--- src/rtl/tap_bus_pkg.sv ---
// Shared definitions for the TAP bus sequencer: state encoding, response
// status codes, parameter defaults and the bridge read-data select.
package tap_bus_pkg;

    typedef enum logic [2:0] {
        ST_IDLE  = 3'd0,
        ST_ISSUE = 3'd1,
        ST_WAIT  = 3'd2,
        ST_RETRY = 3'd3,
        ST_RESP  = 3'd4
    } tap_state_t;

    localparam logic [1:0] RSP_OK      = 2'b00;
    localparam logic [1:0] RSP_TIMEOUT = 2'b01;

    localparam logic [9:0]  TIMEOUT_CYCLES_DEF = 10'd512;
    localparam int unsigned MAX_RETRY_DEF      = 2;

    function automatic logic [31:0] bus_mux(input logic sel, input logic [31:0] ahb_val,
                                            input logic [31:0] apb_val);
        logic [31:0] res;
        if (sel) begin
            res = apb_val;
        end else begin
            res = ahb_val;
        end
        return res;
    endfunction

endpackage

--- src/rtl/tap_xfer_watchdog.sv ---
// Saturating wait-cycle counter with expiry compare for one bridge transfer attempt.
module tap_xfer_watchdog
    import tap_bus_pkg::*;
#(
    parameter logic [9:0] TIMEOUT_CYCLES = TIMEOUT_CYCLES_DEF
) (
    input  logic sys_clk,
    input  logic rst_n,
    input  logic clear,
    input  logic enable,
    output logic expired
);

    logic [9:0] cnt_r;

    // Wait counter: cleared per attempt, counts while enabled, sticks at 1023.
    always_ff @(posedge sys_clk or negedge rst_n) begin
        if (!rst_n) begin
            cnt_r <= 10'd0;
        end else if (clear) begin
            cnt_r <= 10'd0;
        end else if (enable && (cnt_r != 10'd1023)) begin
            cnt_r <= cnt_r + 10'd1;
        end else begin
            cnt_r <= cnt_r;
        end
    end

    assign expired = enable && (cnt_r == (TIMEOUT_CYCLES - 10'd1));

endmodule

--- src/rtl/tap_bus_sequencer.sv ---
// Sequences one TAP request onto the AHB or APB bridge, with per-attempt
// timeout, bounded re-issue and a sticky failure flag.
module tap_bus_sequencer
    import tap_bus_pkg::*;
#(
    parameter logic [9:0]  TIMEOUT_CYCLES = TIMEOUT_CYCLES_DEF,
    parameter int unsigned MAX_RETRY      = MAX_RETRY_DEF
) (
    input  logic        sys_clk,
    input  logic        rst_n,
    input  logic        req_valid,
    output logic        req_ready,
    input  logic        req_sel,
    input  logic        req_write,
    input  logic [31:0] req_addr,
    input  logic [31:0] req_wdata,
    output logic        transfer_TAP_AHB,
    output logic        transfer_TAP_APB,
    input  logic        done_AHB_TAP,
    input  logic        done_APB_TAP,
    input  logic [31:0] rdata_AHB,
    input  logic [31:0] rdata_APB,
    output logic        bus_write,
    output logic [31:0] bus_addr,
    output logic [31:0] bus_wdata,
    output logic        rsp_valid,
    input  logic        rsp_ready,
    output logic [31:0] rsp_rdata,
    output logic [1:0]  rsp_status,
    output logic        timeout_sticky,
    input  logic        timeout_clr
);

    localparam logic [1:0] MAX_RETRY_C = 2'(MAX_RETRY);

    tap_state_t  state_r, state_nxt_s;
    logic        sel_r, sel_eff_s, capture_s, done_sel_s, expired_s, retry_ok_s;
    logic        give_up_s;
    logic [1:0]  retry_r;
    logic        req_ready_r, ahb_pulse_r, apb_pulse_r, rsp_valid_r;
    logic        req_ready_nxt_s, ahb_pulse_nxt_s, apb_pulse_nxt_s, rsp_valid_nxt_s;
    logic        bus_write_r, sticky_r;
    logic [31:0] bus_addr_r, bus_wdata_r, rsp_rdata_r;
    logic [1:0]  rsp_status_r;

    assign capture_s  = (state_r == ST_IDLE) && req_valid;
    assign sel_eff_s  = capture_s ? req_sel : sel_r;
    assign done_sel_s = sel_r ? done_APB_TAP : done_AHB_TAP;
    assign retry_ok_s = (retry_r < MAX_RETRY_C);
    assign give_up_s  = (state_r == ST_WAIT) && !done_sel_s && expired_s && !retry_ok_s;

    tap_xfer_watchdog #(
        .TIMEOUT_CYCLES(TIMEOUT_CYCLES)
    ) u_watchdog (
        .sys_clk(sys_clk),
        .rst_n  (rst_n),
        .clear  (state_r == ST_ISSUE),
        .enable (state_r == ST_WAIT),
        .expired(expired_s)
    );

    // State register.
    always_ff @(posedge sys_clk or negedge rst_n) begin
        if (!rst_n) begin
            state_r <= ST_IDLE;
        end else begin
            state_r <= state_nxt_s;
        end
    end

    // Next-state logic; a done in the expiry cycle takes priority over the timeout.
    always_comb begin
        state_nxt_s = state_r;
        case (state_r)
            ST_IDLE:  state_nxt_s = req_valid ? ST_ISSUE : ST_IDLE;
            ST_ISSUE: state_nxt_s = ST_WAIT;
            ST_WAIT: begin
                if (done_sel_s) begin
                    state_nxt_s = ST_RESP;
                end else if (expired_s) begin
                    state_nxt_s = retry_ok_s ? ST_RETRY : ST_RESP;
                end else begin
                    state_nxt_s = ST_WAIT;
                end
            end
            ST_RETRY: state_nxt_s = ST_ISSUE;
            ST_RESP:  state_nxt_s = rsp_ready ? ST_IDLE : ST_RESP;
            default:  state_nxt_s = ST_IDLE;
        endcase
    end

    // Output decode from the upcoming state so the handshake outputs leave a flop.
    always_comb begin
        req_ready_nxt_s = (state_nxt_s == ST_IDLE);
        ahb_pulse_nxt_s = (state_nxt_s == ST_ISSUE) && !sel_eff_s;
        apb_pulse_nxt_s = (state_nxt_s == ST_ISSUE) && sel_eff_s;
        rsp_valid_nxt_s = (state_nxt_s == ST_RESP);
    end

    // Handshake and transfer-pulse output registers.
    always_ff @(posedge sys_clk or negedge rst_n) begin
        if (!rst_n) begin
            req_ready_r <= 1'b1;
            ahb_pulse_r <= 1'b0;
            apb_pulse_r <= 1'b0;
            rsp_valid_r <= 1'b0;
        end else begin
            req_ready_r <= req_ready_nxt_s;
            ahb_pulse_r <= ahb_pulse_nxt_s;
            apb_pulse_r <= apb_pulse_nxt_s;
            rsp_valid_r <= rsp_valid_nxt_s;
        end
    end

    // Request attributes, retry count and response capture.
    always_ff @(posedge sys_clk or negedge rst_n) begin
        if (!rst_n) begin
            sel_r        <= 1'b0;
            bus_write_r  <= 1'b0;
            bus_addr_r   <= 32'd0;
            bus_wdata_r  <= 32'd0;
            retry_r      <= 2'd0;
            rsp_rdata_r  <= 32'd0;
            rsp_status_r <= RSP_OK;
        end else if (capture_s) begin
            sel_r       <= req_sel;
            bus_write_r <= req_write;
            bus_addr_r  <= req_addr;
            bus_wdata_r <= req_wdata;
            retry_r     <= 2'd0;
        end else if ((state_r == ST_WAIT) && done_sel_s) begin
            rsp_rdata_r  <= bus_write_r ? 32'd0 : bus_mux(sel_r, rdata_AHB, rdata_APB);
            rsp_status_r <= RSP_OK;
        end else if ((state_r == ST_WAIT) && expired_s && retry_ok_s) begin
            retry_r <= retry_r + 2'd1;
        end else if (give_up_s) begin
            rsp_rdata_r  <= 32'd0;
            rsp_status_r <= RSP_TIMEOUT;
        end else begin
            retry_r <= retry_r;
        end
    end

    // Sticky failure flag; a set in the same cycle as a clear wins.
    always_ff @(posedge sys_clk or negedge rst_n) begin
        if (!rst_n) begin
            sticky_r <= 1'b0;
        end else if (give_up_s) begin
            sticky_r <= 1'b1;
        end else if (timeout_clr) begin
            sticky_r <= 1'b0;
        end else begin
            sticky_r <= sticky_r;
        end
    end

    assign req_ready        = req_ready_r;
    assign transfer_TAP_AHB = ahb_pulse_r;
    assign transfer_TAP_APB = apb_pulse_r;
    assign rsp_valid        = rsp_valid_r;
    assign bus_write        = bus_write_r;
    assign bus_addr         = bus_addr_r;
    assign bus_wdata        = bus_wdata_r;
    assign rsp_rdata        = rsp_rdata_r;
    assign rsp_status       = rsp_status_r;
    assign timeout_sticky   = sticky_r;

endmodule
--- config.mk ---
export PLATFORM = sky130hd
export DESIGN_NAME = tap_bus_sequencer
export DESIGN_NICKNAME = d
export VERILOG_FILES = /design/src/rtl/tap_bus_pkg.sv /design/src/rtl/tap_xfer_watchdog.sv /design/src/rtl/tap_bus_sequencer.sv
export SDC_FILE = /design/constraint.sdc
export NUM_CORES = 1
export LEC_CHECK = 0
export BUFFER_PORTS_ARGS = -buffer_cell sky130_fd_sc_hd__buf_2
export CORE_ASPECT_RATIO = 1.2
export CORE_UTILIZATION = 42
export CTS_CLUSTER_DIAMETER = 150
export DETAILED_ROUTE_END_ITERATION = 7
export PLACE_DENSITY = 0.75
export SLEW_MARGIN = 20
export SYNTH_ARGS = -nofsm -noshare
export SYNTH_HDL_FRONTEND = slang
export SYNTH_SLANG_ARGS = --single-unit
--- constraint.sdc ---
create_clock -name sys_clk -period 2 [get_ports sys_clk]
set_clock_uncertainty 0.1 [all_clocks]
set_input_delay 0.2 -clock sys_clk [delete_from_list [all_inputs] [get_ports sys_clk]]
set_output_delay 0.2 -clock sys_clk [all_outputs]
set_load 0.02 [all_outputs]
==> results.py <==
metrics = {
    "synthesis": {
        "ys_ff_latch": 119,
        "syn_area_mm2": 0.00522,
        "synth_nets": 500,
        "ys_async_sr_fraction_pct": 100,
        "synth_top_cell_by_area": "dfrtp_1",
        "synthTopCellsByCount": "dfrtp_1 (118), mux2_2 (58), mux2i_1 (36), o2bb2ai_2 (30)",
        "ys_seq_area_share_pct": 57.1,
        "synth_top_area_share_pct": 56.6,
        "synth.distinct_cells": 41,
        "avgSynthCellArea_um2": 14.4,
        "syn_inst": 362,
        "synth_warnings": 0,
        "synth_edf_count": 0,
        "synthFlopType": "dfrtp_1",
        "yosys.cell_count.top_type": "dfrtp_1",
        "netlist_top_cells_area": "dfrtp_1 (57%), mux2_2 (13%), o2bb2ai_2 (8.6%)",
    },
    "global_routing": {
        "grt_max_degree": 47,
        "grt_pass1_wl_um": 22800,
        "antenna_found_initial": 1,
        "track_usage_pct": 22.9,
        "grt-ovfl-total": 0,
        "grt_pass1_vias": 4713,
    },
    "timing": {
        "fin_crit_ns": 1.95,
        "final_hold_viol_count": 0,
        "setup_tns_ns": 0,
        "setup_slack_ns": 0.0480,
        "min_period_over_period_pct": 97.6,
        "rsz0062_at_grt": "true",
        "hold_ws_ns": 0.0120,
        "slew_violations": 0,
        "finalSetupViolations": 0,
        "timing.fmax_mhz": 512,
    },
    "place": {
        "placed_cells": 751,
        "placed_area_mm2": 0.00666,
        "port_buffers": 239,
        "routabilityCongestion": 0.791,
        "dp_hpwl_um": 8580,
        "dp_slack_ns": 0.0731,
    },
    "setup_path": {
        "cp-start-kind": "flop",
        "worst-setup-path-type": "reg -> reg",
        "rrSetupSlack_ns": 0.05,
        "crit_path_end_kind": "flop",
        "cp_max_fo": 27,
        "arrival_ns": 2.12,
        "cp_data_required_time_ns": 2.17,
    },
    "power": {
        "p_leak_nw": 4.09,
        "p_sw_share_pct": 36.4,
        "peakVddDrop_mv": 0.781,
        "pwr-share-clk_pct": 23.8,
        "total_power_mw": 12.9,
        "power_frac_seq_pct": 32.2,
        "power_density_mw_per_mm2": 1510,
        "share_comb_of_total_power_pct": 44.0,
        "internal_power_mw": 8.19,
        "p_sw_mw": 4.70,
    },
    "floorplanning": {
        "start_util_pct": 43.1,
        "dieHeight_um": 124,
        "ioPinCount": 241,
        "die_x_um": 104,
        "num_rows": 44,
        "core_mm2": 0.0121,
        "dieArea_mm2": 0.0129,
    },
    "finish": {
        "nets": 869,
        "drive_gt1_share_pct": 50.9,
        "postLayoutCellArea_mm2": 0.00851,
        "area.growth.synth_to_final_pct": 63.0,
        "fin_util_pct": 70.2,
        "fin_cells": 906,
    },
    "route": {
        "wire_per_inst_um": 15.9,
        "drtPass1Iterations": 4,
        "postRouteAntennaNets": 0,
        "vias": 4467,
        "viasPerCell": 4.93,
        "drt-total-wl_um": 14400,
        "drc": 0,
        "first_iter_violations": 171,
    },
    "cts": {
        "clk_pin_slew_ns": 0.05,
        "clk_path_buf_depth": 2,
        "cts_made_buffers": 17,
        "post_cts_buffers": 0,
        "cts_sinks": 119,
        "clock_latency_ns": 0.39,
        "h-tree-depth": 4,
        "cts_tree": "done",
        "clock-root-buffer": "clkbuf_16",
    },
    "outcome": {
        "status": "complete, no violations",
    },
    "flow_run": {
        "max_cap_violations": 0,
    },
    "min_path": {
        "hold_class": "in -> reg",
    },
}
-- sequential cells by signal, summed over array words and instances (netlist names) --
| name | flops |
|---|---|
| transfer_TAP_AHB | 1 |
| req_ready | 1 |
| transfer_TAP_APB | 1 |
| bus_addr | 32 |
| u_watchdog.cnt_r | 10 |
| state_r | 3 |
| timeout_sticky | 1 |
| bus_wdata | 32 |
| bus_write | 1 |
| sel_r | 1 |
| rsp_valid | 1 |
| rsp_status | 1 |
| rsp_rdata | 32 |
| retry_r | 2 |
-- final cells by class --
cell class | instances | area [um2]
fillers | 832 | 3600
flip-flops and latches | 119 | 2980
repair buffers | 375 | 2630
multi-input cells | 215 | 2080
clock buffers | 24 | 482
well taps | 161 | 201
clock inverters | 8 | 120
inverters | 3 | 11.3
diodes | 1 | 2.50
-- metal layers --
layer / share of wire [%] / vias to the layer above / global-route usage, %
met2: 52 / 177 / 40.8
met3: 5.3 / 28 / 5.65
met5: 0 / - / 0
met1: 40 / 2180 / 26.6
met4: 2.6 / 0 / 9.38
li1: - / 2082 / -
-- worst paths after layout --
| kind | to | cells past startpoint | start |
|---|---|---|---|
| setup / recovery | bus_addr[0]$_DFFE_PN0P_ | 4 | state_r[1]$_DFF_PN0_ |
| setup reg to reg | bus_addr[0]$_DFFE_PN0P_ | 4 | state_r[1]$_DFF_PN0_ |
| hold / removal | rsp_rdata[30]$_DFFE_PN0P_ | 3 | rdata_APB[30] |
| hold reg to reg | bus_addr[27]$_DFFE_PN0P_ | 1 | bus_addr[27]$_DFFE_PN0P_ |
| min in group asynchronous | bus_wdata[14]$_DFFE_PN0P_ | 2 | rst_n |
| max in group asynchronous | req_ready$_DFF_PN1_ | 3 | rst_n |
-- layout by cell type (no fill, tap or decap), types with 4 or more instances in the layout --
cell and n:
buf_2 238, dfrtp_1 116, nand2_1 12, nor2_1 8, o2bb2ai_2 30, clkbuf_1 4, buf_4 7, mux2i_1 36
dlygate4sd3_1 121, a21oi_1 10, nor3_1 7, clkbuf_16 18, buf_12 7, mux2_2 58, mux2_1 9
-- logic make-up (layout without fill, tap and decap cells) --
family / count (synthesis) / count (layout) / synth area share (%)
simple gates: 53 / 53 / 6.01
xor+xnor: 1 / 1 / 0.168
buf+inv: 28 / 410 / 3.38
fa+ha+maj: 1 / 1 / 0.240
flops: 119 / 119 / 57.1
other cells: 1 / 2 / 0.0718
compound gates: 56 / 56 / 11.7
mux: 103 / 103 / 21.4
-- power by group through the flow --
| stage | sequential (mW) | clock [mW] | combinational (mW) |
|---|---|---|---|
| 6_report | 4.15 | 3.07 | 5.67 |
| 4_1_cts | 4.13 | 3.13 | 5.63 |
| 3_5_place_dp | 4.14 | 0 | 5.33 |
| 5_1_grt | 4.28 | 3.25 | 6.05 |
| 3_3_place_gp | 4.10 | 0 | 5.16 |
| 2_1_floorplan | 5.36 | 0 | 2.33 |
-- critical path, stage by stage (launching register included) --
cell and delay (ns):
dfrtp_2 0.45, buf_4 0.15, nor4b_4 0.33, buf_4 0.40, mux2_2 0.39
-- timing repair --
| action | CTS | global route |
|---|---|---|
| setup endpoints to repair | 0 | 74 |
| resized for setup | 0 | 3 |
| endpoints found under the hold margin | 128 | 0 |
| hold buffers | 121 | 0 |
Power figures use the tool's default switching activity.
